===== config.mk =====
export PLATFORM = sky130hd
export DESIGN_NAME = sum_game_ctrl_param
export DESIGN_NICKNAME = d
export VERILOG_FILES = /design/src/rtl/sum_game_ctrl_param.sv
export SDC_FILE = /design/constraint.sdc
export NUM_CORES = 1
export LEC_CHECK = 0
export CELL_PAD_IN_SITES_DETAIL_PLACEMENT = 1
export CELL_PAD_IN_SITES_GLOBAL_PLACEMENT = 1
export CORE_MARGIN = 2
export CORE_UTILIZATION = 39
export CTS_CLUSTER_DIAMETER = 40
export DETAILED_ROUTE_END_ITERATION = 8
export GPL_TIMING_DRIVEN = 0
export PLACE_DENSITY = 0.9
export SLEW_MARGIN = 20
export SYNTH_ARGS = -nofsm -noshare
export SYNTH_HDL_FRONTEND = slang
export SYNTH_SLANG_ARGS = --single-unit

===== constraint.sdc =====
create_clock -name clk -period 2.79 [get_ports clk]
set_input_delay 0.558 -clock clk [delete_from_list [all_inputs] [get_ports clk]]
set_output_delay 0.558 -clock clk [all_outputs]
set_load 0.01 [all_outputs]

===== src/rtl/sum_game_ctrl_param.sv =====
// Game core for the scrambled-number sum game: loads NUM_OPS operands from a scramble ROM,
// checks the player's guessed sum, and drives result LEDs, retry limit and saturating score.
module sum_game_ctrl_param #(
  parameter int DATA_W      = 4,
  parameter int NUM_OPS     = 2,
  parameter int ADDR_W      = 4,
  parameter int SEED        = 3,
  parameter int MAX_TRIES   = 3,
  parameter int RESULT_HOLD = 8,
  parameter int SCORE_W     = 8,
  localparam int SUM_W      = DATA_W + $clog2(NUM_OPS),
  localparam int CNT_W      = $clog2(NUM_OPS + 1),
  localparam int TRY_W      = ($clog2(MAX_TRIES + 1) < 2) ? 2 : $clog2(MAX_TRIES + 1)
) (
  input  logic                      clk,
  input  logic                      rst,
  input  logic                      button_pulse,
  input  logic [ADDR_W-1:0]         toggle_switch,
  input  logic [SUM_W-1:0]          guess_sw,
  output logic [NUM_OPS*DATA_W-1:0] operands,
  output logic [CNT_W-1:0]          op_count,
  output logic [SUM_W-1:0]          sum_out,
  output logic [TRY_W-1:0]          tries_left,
  output logic [SCORE_W-1:0]        score,
  output logic                      green_led,
  output logic                      red_led
);

  localparam int HOLD_W = $clog2(RESULT_HOLD + 1);

  typedef enum logic [2:0] {
    S_LOAD,
    S_FETCH,
    S_GUESS,
    S_WIN,
    S_WRONG,
    S_LOSE
  } state_t;

  state_t              state;
  logic [DATA_W-1:0]   rom_q;
  logic [HOLD_W-1:0]   hold_cnt;
  logic [SUM_W-1:0]    sum_c;

  // Scramble table; truncation to DATA_W bits is the modulo.
  function automatic logic [DATA_W-1:0] rom_fn(input logic [ADDR_W-1:0] a);
    int unsigned v;
    v = 32'(a) * 32'd7 + 32'(SEED);
    return DATA_W'(v);
  endfunction

  always_comb begin
    sum_c = '0;
    for (int k = 0; k < NUM_OPS; k++) begin
      sum_c = sum_c + SUM_W'(operands[k*DATA_W +: DATA_W]);
    end
  end

  always_ff @(posedge clk) begin
    if (rst) begin
      state      <= S_LOAD;
      rom_q      <= '0;
      operands   <= '0;
      op_count   <= '0;
      sum_out    <= '0;
      score      <= '0;
      green_led  <= 1'b0;
      red_led    <= 1'b0;
      tries_left <= TRY_W'(MAX_TRIES);
      hold_cnt   <= '0;
    end else begin
      case (state)
        S_LOAD: begin
          if (button_pulse) begin
            rom_q <= rom_fn(toggle_switch);
            state <= S_FETCH;
          end
        end

        S_FETCH: begin
          operands[op_count*DATA_W +: DATA_W] <= rom_q;
          op_count <= op_count + CNT_W'(1);
          state    <= (op_count == CNT_W'(NUM_OPS - 1)) ? S_GUESS : S_LOAD;
        end

        S_GUESS: begin
          if (button_pulse) begin
            hold_cnt <= HOLD_W'(RESULT_HOLD);
            if (guess_sw == sum_c) begin
              state     <= S_WIN;
              green_led <= 1'b1;
              sum_out   <= sum_c;
              if (score != {SCORE_W{1'b1}}) score <= score + SCORE_W'(1);
            end else if (tries_left > TRY_W'(1)) begin
              state      <= S_WRONG;
              red_led    <= 1'b1;
              tries_left <= tries_left - TRY_W'(1);
            end else begin
              state      <= S_LOSE;
              red_led    <= 1'b1;
              tries_left <= '0;
              sum_out    <= sum_c;
            end
          end
        end

        S_WRONG: begin
          if (hold_cnt == HOLD_W'(1)) begin
            hold_cnt <= '0;
            red_led  <= 1'b0;
            state    <= S_GUESS;
          end else begin
            hold_cnt <= hold_cnt - HOLD_W'(1);
          end
        end

        // Round over either way: wipe the board for the next round.
        S_WIN, S_LOSE: begin
          if (hold_cnt == HOLD_W'(1)) begin
            hold_cnt   <= '0;
            green_led  <= 1'b0;
            red_led    <= 1'b0;
            operands   <= '0;
            op_count   <= '0;
            sum_out    <= '0;
            tries_left <= TRY_W'(MAX_TRIES);
            state      <= S_LOAD;
          end else begin
            hold_cnt <= hold_cnt - HOLD_W'(1);
          end
        end

        default: state <= S_LOAD;
      endcase
    end
  end

endmodule

==> results.rst, run 1 <==
.. list-table::
   :header-rows: 1

   * - Metric
     - Value
   * - Number of setup violations in the final report
     - 0
   * - Effective utilization at floorplan
     - 0.409
   * - Mean instance size in the synthesized netlist
     - 8.71 sq um
   * - Total routing resource utilization after global routing
     - 0.209
   * - Maximum clock skew at final layout
     - 0.00533 ns
   * - Horizontal die dimension
     - 77.7 microns
   * - Clock power share
     - 0.430
   * - Min-Delay Path Class
     - reg -> reg
   * - Overall routed net length
     - 6220 microns
   * - Worst path depth
     - 10
   * - Total placed cells including tap cells
     - 351
   * - Synthesized net count
     - 271
   * - Areal power density over the cells
     - 475 nW/um^2
   * - Maximum single-stage delay on the critical path
     - 0.45 ns
   * - First-pass GRT wire length
     - 9930 microns
   * - Net load switching power
     - 326 uW
   * - Fraction of layout cells with a size suffix above 1
     - 0.100
   * - CTS tree
     - built
   * - Sequential Power Share
     - 0.431
   * - Final Instance Area
     - 2800 sq um
   * - Met3 Wirelength
     - 189 microns
   * - Synth Warn #
     - 0
   * - Maximum fanout along the worst path
     - 10
   * - Number of buffers inserted by hold repair at cts
     - 0
   * - Worst reg2reg setup slack
     - 0.13 ns
   * - Pin count of the biggest net entering global routing
     - 14
   * - Source of the critical timing path
     - operands[4]
   * - Synth Cell Area
     - 2120 sq um
   * - Period Utilization, post-route
     - 0.954
   * - Remaining global-route overflow
     - 0
   * - Register area share after synthesis
     - 0.360
   * - Count of pins on the block boundary
     - 39
   * - CP Launch Type
     - register
   * - Worst endpoint required time
     - 3.01 ns
   * - Fin util
     - 0.541
   * - Clock buffer depth
     - 2
   * - Fraction of power consumed by combinational cells
     - 0.139
   * - Leakage Power
     - 1.03 nW
   * - Overall power consumption
     - 1.33 mW
   * - Register-to-Register Path Depth
     - 10
   * - Die ar.
     - 6030 sq um
   * - Least-Margin Pin Slew
     - 0.740 ns
   * - Cell types occupying the most area after synthesis
     - sky130_fd_sc_hd__dfxtp_1, sky130_fd_sc_hd__ha_1, sky130_fd_sc_hd__a21oi_1
   * - Placement row count
     - 26
   * - Clock root cell
     - sky130_fd_sc_hd__clkbuf_8
   * - Type of the setup path with the least slack
     - reg -> reg
   * - Number of antenna repair diodes
     - 0
   * - # port buffers
     - 38
   * - First-pass detailed-route iteration total
     - 4
   * - Starting DRT DRC Count
     - 68
   * - Area of the placeable core
     - 5170 sq um
   * - Global placement routability congestion
     - 0.747
   * - Share of the synthesized area in compound gates (AO/OA/AOI/OAI)
     - 0.163
   * - Fraction of registers with async set/reset
     - 0
   * - Worst path buffer plus inverter count
     - 2
   * - Status
     - completed
   * - Prevailing post-synth register cell
     - sky130_fd_sc_hd__dfxtp_1
   * - Remaining max-slew budget at the tightest pin
     - 0.499
   * - Portion of netlist area occupied by mux cells
     - 0.0396
   * - Maximum ir drop on the vdd rail
     - 326 uV
   * - Reg2reg end
     - sum_out[2]
   * - Origin of the critical flop-to-flop path
     - operands[4]
   * - Number of nets with antenna violations after detailed routing
     - 0
   * - Final number of hold-violating endpoints
     - 0
   * - Length of routed met2 wiring
     - 3420 microns
   * - Worst Setup Slack post-DPL
     - -0.216 ns
   * - DR WL/cell
     - 17.3 microns
   * - Final worst setup slack
     - 0.129 ns
   * - Largest area contributor in the netlist
     - sky130_fd_sc_hd__dfxtp_1
   * - Slew Limit Fails
     - 0
   * - XOR/XNOR Fraction of Synth Area
     - 0.0645
   * - Cell with the most instances after synthesis
     - sky130_fd_sc_hd__dfxtp_1
   * - Vias per Instance
     - 5.48
   * - Number of buffers created by CTS
     - 5
   * - Crit. End Element
     - register
   * - Antenna violations before repair
     - 0
   * - Distinct cell type count of the synthesized netlist
     - 46
   * - Area share of the leading cell type in the synthesized netlist
     - 0.360
   * - Worst path cell trace
     - ha_1 > inv_1 > fa_2 > nand2b_1 > a21oi_2 > xor2_2 > or3_4 > buf_6 > a211o_1 > o2bb2ai_1
   * - Via count of the routed design
     - 1,974
   * - Die height
     - 77.7 microns
   * - Post-CTS clock slew at the launch and capture registers of the worst setup and hold paths
     - 0.08 ns
   * - Number of enable-type register cells in the synthesized netlist
     - 0
   * - Non-filler instance count after layout
     - 360
   * - M1 WL
     - 2430 microns
   * - Family with the most delay on the worst path
     - compound AO/OA/AOI/OAI gates
   * - Arrival @ worst endpoint
     - 2.89 ns
   * - Time the final worst path needs with I/O delays and setup
     - 2.66 ns
   * - Total number of H-tree levels
     - 2
   * - Area delta synth->final
     - 32.3%
   * - Area after DPL
     - 2580 sq um
   * - Largest family of logic cells by synthesized area
     - simple AND/OR/NAND/NOR gates
   * - DRC violation count after routing
     - 0
   * - Switching Share
     - 0.245
   * - Via count of the first global-routing pass
     - 2,042
   * - Simple-Gate Fraction of Synth Area
     - 0.226
   * - Max Freq
     - 376 MHz
   * - Worst setup path endpoint
     - sum_out[2]
   * - Adder-cell area share of the yosys netlist
     - 0.105
   * - #FFs+latches synth
     - 38
   * - Number of nets at the end of the flow
     - 317
   * - Tightest hold margin
     - 0.480 ns
   * - Worst path slowest cell
     - sky130_fd_sc_hd__or3_4
   * - TritonCTS Sinks
     - 38
   * - Highest metal layer used by the detailed router
     - met4
   * - Worst-Skew Late Latency
     - 0.30 ns
   * - Internal power of the cells
     - 1.00 mW
   * - Cells after synthesis
     - 243
   * - Max-cap violations
     - 0
   * - Top cells by count, synth
     - sky130_fd_sc_hd__dfxtp_1, sky130_fd_sc_hd__nor2_1, sky130_fd_sc_hd__a21oi_1
   * - TNS Setup
     - 0 ns
   * - Sum of net half-perimeters after detailed placement
     - 4520 microns
==> placed cells by master, fill, tap and decap left out, drive strengths merged, types with 4 or more instances in the layout <==
| cell | count |
|---|---|
| nand3 | 11 |
| o21ai | 8 |
| or4 | 5 |
| and2 | 8 |
| ha | 13 |
| or3 | 5 |
| a211oi | 4 |
| xnor2 | 8 |
| nor2b | 4 |
| dfxtp | 38 |
| nand2 | 14 |
| nand2b | 5 |
| clkbuf | 14 |
| clkdlybuf4s50 | 37 |
| inv | 12 |
| xor2 | 5 |
| mux2i | 5 |
| nor2 | 22 |
| a21oi | 22 |
| nor3 | 6 |
==> logic make-up (layout without fill, tap and decap cells) <==
group / count (synthesis) / in the layout
buffers and inverters: 23 / 70
adders and majority gates: 16 / 16
xor gates and xnor gates: 14 / 14
DFF: 38 / 38
muxes: 8 / 8
and+or+nand+nor: 91 / 91
AOI/OAI and AO/OA: 53 / 53
==> worst register-to-register path: cells and delay by family (launching register included) <==
family | cells | cell delay, ns
AO/OA/AOI/OAI | 3 | 0.74
XOR/XNOR | 1 | 0.11
adder cells (fa/ha/maj) | 2 | 0.52
buffers and inverters | 2 | 0.23
flip-flops | 1 | 0.35
AND/OR/NAND/NOR | 2 | 0.64
==> power groups by stage <==
stage / Sequential (mW) / Combinational, mW / Clock [mW]
final: 0.573 / 0.185 / 0.571
after global routing: 0.576 / 0.207 / 0.598
after CTS: 0.573 / 0.183 / 0.580
after detailed placement: 0.585 / 0.180 / 0
after global placement: 0.584 / 0.171 / 0
after floorplan: 0.583 / 0.119 / 0
==> area by class of cell <==
cell class / instances / area (sq um)
sequential: 38 / 763
buffer: 10 / 45.0
timing repair buffer: 40 / 398
clock buffer: 5 / 68.8
inverter: 12 / 45.0
tap: 70 / 87.6
fill: 586 / 2370
multi-input combinational: 182 / 1320
clock inverter: 3 / 68.8
==> timing repair <==
| item | 4_1_cts | 5_1_grt |
|---|---|---|
| gates cloned | 0 | 0 |
| pin swaps | 0 | 2 |
| buffers inserted | 1 | 1 |
| endpoints found under the setup margin | 8 | 12 |
| resized for setup | 5 | 10 |
==> state kept, by name, indices dropped and copies added (netlist names) <==
name	cells
hold_cnt	4
sum_out	5
tries_left	2
rom_q	4
state	3
green_led	1
op_count	2
operands	8
red_led	1
score	8
==> worst min-delay path by stage <==
stage,from,endpoint,cells past startpoint
6_report,sum_out[1],sum_out[1],1
5_1_grt,sum_out[1],sum_out[1],1
4_1_cts,sum_out[1],sum_out[1],1
3_5_place_dp,sum_out[2],sum_out[2],1
3_3_place_gp,sum_out[1],sum_out[1],1
2_1_floorplan,rom_q[3],operands[7],2
==> metal layers <==
| layer | GRT usage | up-vias |
|---|---|---|
| li1 | - | 949 |
| met1 | 0.223 | 972 |
| met2 | 0.404 | 38 |
| met3 | 0.0407 | 15 |
| met4 | 0.0732 | 0 |
| met5 | 0 | - |
Note: power is estimated with default switching activity, not from simulation.
==> run 2: changes to the inputs <==
--- a/config.mk
+++ b/config.mk
@@ -8,11 +8,11 @@
 export CELL_PAD_IN_SITES_DETAIL_PLACEMENT = 1
 export CELL_PAD_IN_SITES_GLOBAL_PLACEMENT = 1
 export CORE_MARGIN = 2
-export CORE_UTILIZATION = 39
+export CORE_UTILIZATION = 42
 export CTS_CLUSTER_DIAMETER = 40
 export DETAILED_ROUTE_END_ITERATION = 8
 export GPL_TIMING_DRIVEN = 0
-export PLACE_DENSITY = 0.9
+export PLACE_DENSITY = 0.95
 export SLEW_MARGIN = 20
 export SYNTH_ARGS = -nofsm -noshare
 export SYNTH_HDL_FRONTEND = slang
==> constraint.sdc (replaced) <==
create_clock -name clk -period 3.3 [get_ports clk]
set_input_delay 0.66 -clock clk [delete_from_list [all_inputs] [get_ports clk]]
set_output_delay 0.66 -clock clk [all_outputs]
set_load 0.01 [all_outputs]
==> results.rst, run 2 (synthesis results as in run 1) <==
.. list-table::
   :header-rows: 1

   * - Metric
     - Value
   * - Area after DPL
     - 2580 sq um
   * - Fin util
     - 0.563
   * - Time the final worst path needs with I/O delays and setup
     - 3.10 ns
   * - Period Utilization, post-route
     - 0.939
   * - Largest regs
     - operands (8), score (8), sum_out (5)
   * - Number of buffers created by CTS
     - 5
   * - CTS tree
     - built
   * - Areal power density over the cells
     - 387 nW/um^2
   * - Arrival @ worst endpoint
     - 3.29 ns
   * - Maximum fanout along the worst path
     - 8
   * - Pin count of the biggest net entering global routing
     - 12
   * - Total routing resource utilization after global routing
     - 0.218
   * - First-pass GRT wire length
     - 9240 microns
   * - Maximum ir drop on the vdd rail
     - 202 uV
   * - Slew Limit Fails
     - 0
   * - TNS Setup
     - 0 ns
   * - Number of nets at the end of the flow
     - 316
   * - First-pass detailed-route iteration total
     - 4
   * - Clock root cell
     - sky130_fd_sc_hd__clkbuf_8
   * - Number of nets with antenna violations after detailed routing
     - 0
   * - Count of pins on the block boundary
     - 39
   * - Die ar.
     - 5620 sq um
   * - Overall power consumption
     - 1.04 mW
   * - Min-Delay Path Class
     - reg -> reg
   * - Overall routed net length
     - 5760 microns
   * - Total number of H-tree levels
     - 2
   * - Status
     - completed
   * - Fraction of layout cells with a size suffix above 1
     - 0.0556
   * - Via count of the first global-routing pass
     - 1,946
   * - Horizontal die dimension
     - 75.0 microns
   * - Worst endpoint required time
     - 3.49 ns
   * - Number of buffers inserted by hold repair at cts
     - 0
   * - Worst path slowest cell
     - sky130_fd_sc_hd__fa_1
   * - Worst path cell trace
     - ha_1 > inv_1 > fa_1 > xor2_1 > xor2_1 > nand3_1 > or3_1 > clkbuf_2 > nor3_1 > mux2_2
   * - DR WL/cell
     - 16.2 microns
   * - Clock buffer depth
     - 2
   * - Post CTS Setup Buffer Count
     - 0
   * - DRC violation count after routing
     - 0
   * - Remaining max-slew budget at the tightest pin
     - 0.539
   * - Effective utilization at floorplan
     - 0.442
   * - TritonCTS Sinks
     - 38
   * - RSZ-0062 raised after global routing
     - false
   * - Total of cells resized after clock tree synthesis
     - 0
   * - Least-Margin Pin Slew
     - 0.682 ns
   * - Worst Setup Slack post-DPL
     - 0.173 ns
   * - # port buffers
     - 38
   * - Via count of the routed design
     - 1,916
   * - Die height
     - 75.0 microns
   * - Maximum clock skew at final layout
     - 0.00917 ns
   * - Maximum single-stage delay on the critical path
     - 0.39 ns
   * - CP Launch Type
     - register
   * - Final Instance Area
     - 2690 sq um
   * - Most used cells in the layout excluding fill and tap cells
     - sky130_fd_sc_hd__dfxtp_1, sky130_fd_sc_hd__clkdlybuf4s50_1, sky130_fd_sc_hd__nor2_1
   * - Most common cell on crit path
     - sky130_fd_sc_hd__xor2_1
   * - Starting DRT DRC Count
     - 70
   * - Remaining global-route overflow
     - 0
   * - Global placement routability congestion
     - 0.869
   * - Type of the setup path with the least slack
     - reg -> reg
   * - Number of antenna repair diodes
     - 0
   * - Sum of net half-perimeters after detailed placement
     - 4460 microns
   * - Post-CTS clock slew at the launch and capture registers of the worst setup and hold paths
     - 0.07 ns
   * - Area delta synth->final
     - 27.3%
   * - Worst-Skew Late Latency
     - 0.30 ns
   * - Leakage Power
     - 0.993 nW
   * - Number of setup violations in the final report
     - 0
   * - Crit. End Element
     - register
   * - Max Freq
     - 323 MHz
   * - Final worst setup slack
     - 0.200 ns
   * - Area of the placeable core
     - 4790 sq um
   * - Placement row count
     - 25
   * - Max-cap violations
     - 0
   * - Vias per Instance
     - 5.40
   * - Antenna violations before repair
     - 0
   * - Tightest hold margin
     - 0.481 ns
   * - Final number of hold-violating endpoints
     - 0
   * - Non-filler instance count after layout
     - 355
   * - Total placed cells including tap cells
     - 348
==> run 2: where the power goes <==
group / total (mW) / internal (mW) / switching, mW
Sequential: 0.484 / 0.472 / 0.0120
Clock: 0.405 / 0.242 / 0.163
Combinational: 0.153 / 0.0718 / 0.0809
==> run 2: final cells by class <==
cell class	instances	area, sq um
fill	579	2090
multi-input combinational	182	1270
sequential	38	761
timing repair buffer	38	380
clock buffer	6	82.6
tap	67	83.8
clock inverter	1	30.0
inverter	12	45.0
buffer	11	43.8
==> run 2: worst paths after layout <==
check | from | endpoint | slack, ns | cells after the start
hold reg to reg | sum_out[2] | sum_out[2] | 0.48 | 1
hold / removal | sum_out[2] | sum_out[2] | 0.48 | 1
setup reg to reg | operands[4] | score[0] | 0.20 | 10
setup / recovery | operands[4] | score[0] | 0.20 | 10
==> run 2: critical path: cells and delay by family (launching register included) <==
family	cells	cell delay [ns]
buffers and inverters	2	0.25
adder cells (fa/ha/maj)	2	0.60
flip-flops	1	0.37
XOR/XNOR	2	0.52
AND/OR/NAND/NOR	3	0.89
multiplexers	1	0.38
==> run 2: layer usage <==
layer  vias up  track usage  wire length (microns)  part of all wire
met1       922        0.260                   2490              0.43
met2        40        0.392                   2980              0.52
met5         -            0                      0                 0
met3         8       0.0442                    200             0.035
met4         0       0.0655                     78             0.014
li1        946            -                      -                 -
==> patch: new RTL, config.mk and constraints of run 1 <==
Register the output `score` once more, cleared by the reset; this adds one clock of latency there. The other outputs are not delayed to match.
--- a/src/rtl/sum_game_ctrl_param.sv
+++ b/src/rtl/sum_game_ctrl_param.sv
@@ -39,2 +39,4 @@
 
+  logic [SCORE_W-1:0] score_s0;
+
   state_t              state;
@@ -65,3 +67,3 @@
       sum_out    <= '0;
-      score      <= '0;
+      score_s0   <= '0;
       green_led  <= 1'b0;
@@ -92,3 +94,3 @@
               sum_out   <= sum_c;
-              if (score != {SCORE_W{1'b1}}) score <= score + SCORE_W'(1);
+              if (score_s0 != {SCORE_W{1'b1}}) score_s0 <= score_s0 + SCORE_W'(1);
             end else if (tries_left > TRY_W'(1)) begin
@@ -137,2 +139,10 @@
 
+  always_ff @(posedge clk) begin
+    if (rst) begin
+      score <= '0;
+    end else begin
+      score <= score_s0;
+    end
+  end
+
 endmodule
Behaviour: not the same (a bounded check fails within 10 cycles, from zero or initial values and one cycle with rst high).
==> patch against run 1 <==
Total power grew 1.8%. Sequential cell count is 8 higher. Core utilization fell by 2.6 points. Design area is 8.9% higher. Routed wire length is 5.4% higher. Critical path depth is the same. Area after synthesis increased by 13%. Global-route usage fell by 1.0 points. Critical endpoint is now score_s0[7]. Setup slack worse by 0.074 ns. Highest routed layer unchanged.
==> patch: results (changes against run 1) <==
routing:
  wl_met2_um: 3520  # +2.9%
  drt_iter0_drc: 60  # -12%
  num_vias: 2109  # +6.8%
grt:
  use_met1: 0.227  # +0.00439
  grt_pass1_vias: 2166  # +6.1%
  grt_use_met3: 0.0435  # +0.00278
  met2_usage: 0.356  # -0.0479
placed_design:
  routabilityCongestion: 0.842  # +13%
  placed_area_um2: 2860  # +11%
  dp_cells: 379  # +8.0%
  dp_hpwl_um: 4590  # +1.7%
setup_path:
  cp-startpoint: "operands[0]"
  cp_max_fo: 7  # -3
  cpPeakStageDelay_ns: 0.58  # +0.13 ns
  r2r-end: "score_s0[7]"
  cp_data_arrival_time_ns: 2.98  # +0.09 ns
yosys:
  synth_fp_nets: 294  # +8.5%
  synth-xor-area-share: 0.0671  # +0.00263
  synth_adder_area_share: 0.0933  # -0.0120
  muxShareOfSynthArea: 0.0687  # +0.0290
  synth.area.top_cells: "dfxtp_1 (39%), ha_1 (6.8%), mux2i_1 (5.5%)"
clocking:
  cts_resized: 3  # -2
  cts_setup_buffers: 0  # -1
power_and_ir_drop:
  ir_drop_v: 0.000189  # -42%
  p_comb_mw: 0.171  # -8%
  power_leakage_nw: 1.20  # +16%
sta:
  final.setup_skew_ns: 0.00445  # -0.000889 ns
  slew_headroom: 0.417  # -0.0828
  worst_slack_ns: 0.0555  # -0.0739 ns
  hold_slack_ns: 0.475  # -0.00544 ns
cells_and_area:
  top_regs: "operands x8, score x8, score_s0 x8"
  drive_gt1_frac: 0.101  # +0.000946
  nNetsFinal: 344  # +8.5%
  area_growth_pct: 27.7
min_path:
  hold_end: "sum_out[4]"
status:
  status: "completed"
[patch: worst max-delay path, delay by kind of cell (launching register included)]
family / cells / cell delay (ns)
buffers and inverters: 2 / 0.19
xor gates and xnor gates: 1 / 0.16
adders and majority gates: 2 / 0.73
and+or+nand+nor: 4 / 1.08
AOI/OAI and AO/OA: 1 / 0.15
DFF: 1 / 0.37
[patch: cell type report]
cell class,instances,area [um^2]
Inverter,13,48.8
Sequential cell,46,927
Clock buffer,7,76.3
Timing Repair Buffer,43,418
Fill cell,710,2870
Tap cell,75,93.8
Clock inverter,1,30.0
Buffer,10,62.6
Multi-Input combinational cell,197,1390
[patch: cell families (layout without fill, tap and decap cells)]
logic type / count (synthesis) / in the layout
AO/OA/AOI/OAI: 44 / 44
XOR/XNOR: 15 / 15
adder cells (fa/ha/maj): 16 / 16
buffers and inverters: 23 / 74
flip-flops: 46 / 46
multiplexers: 16 / 16
AND/OR/NAND/NOR: 106 / 106
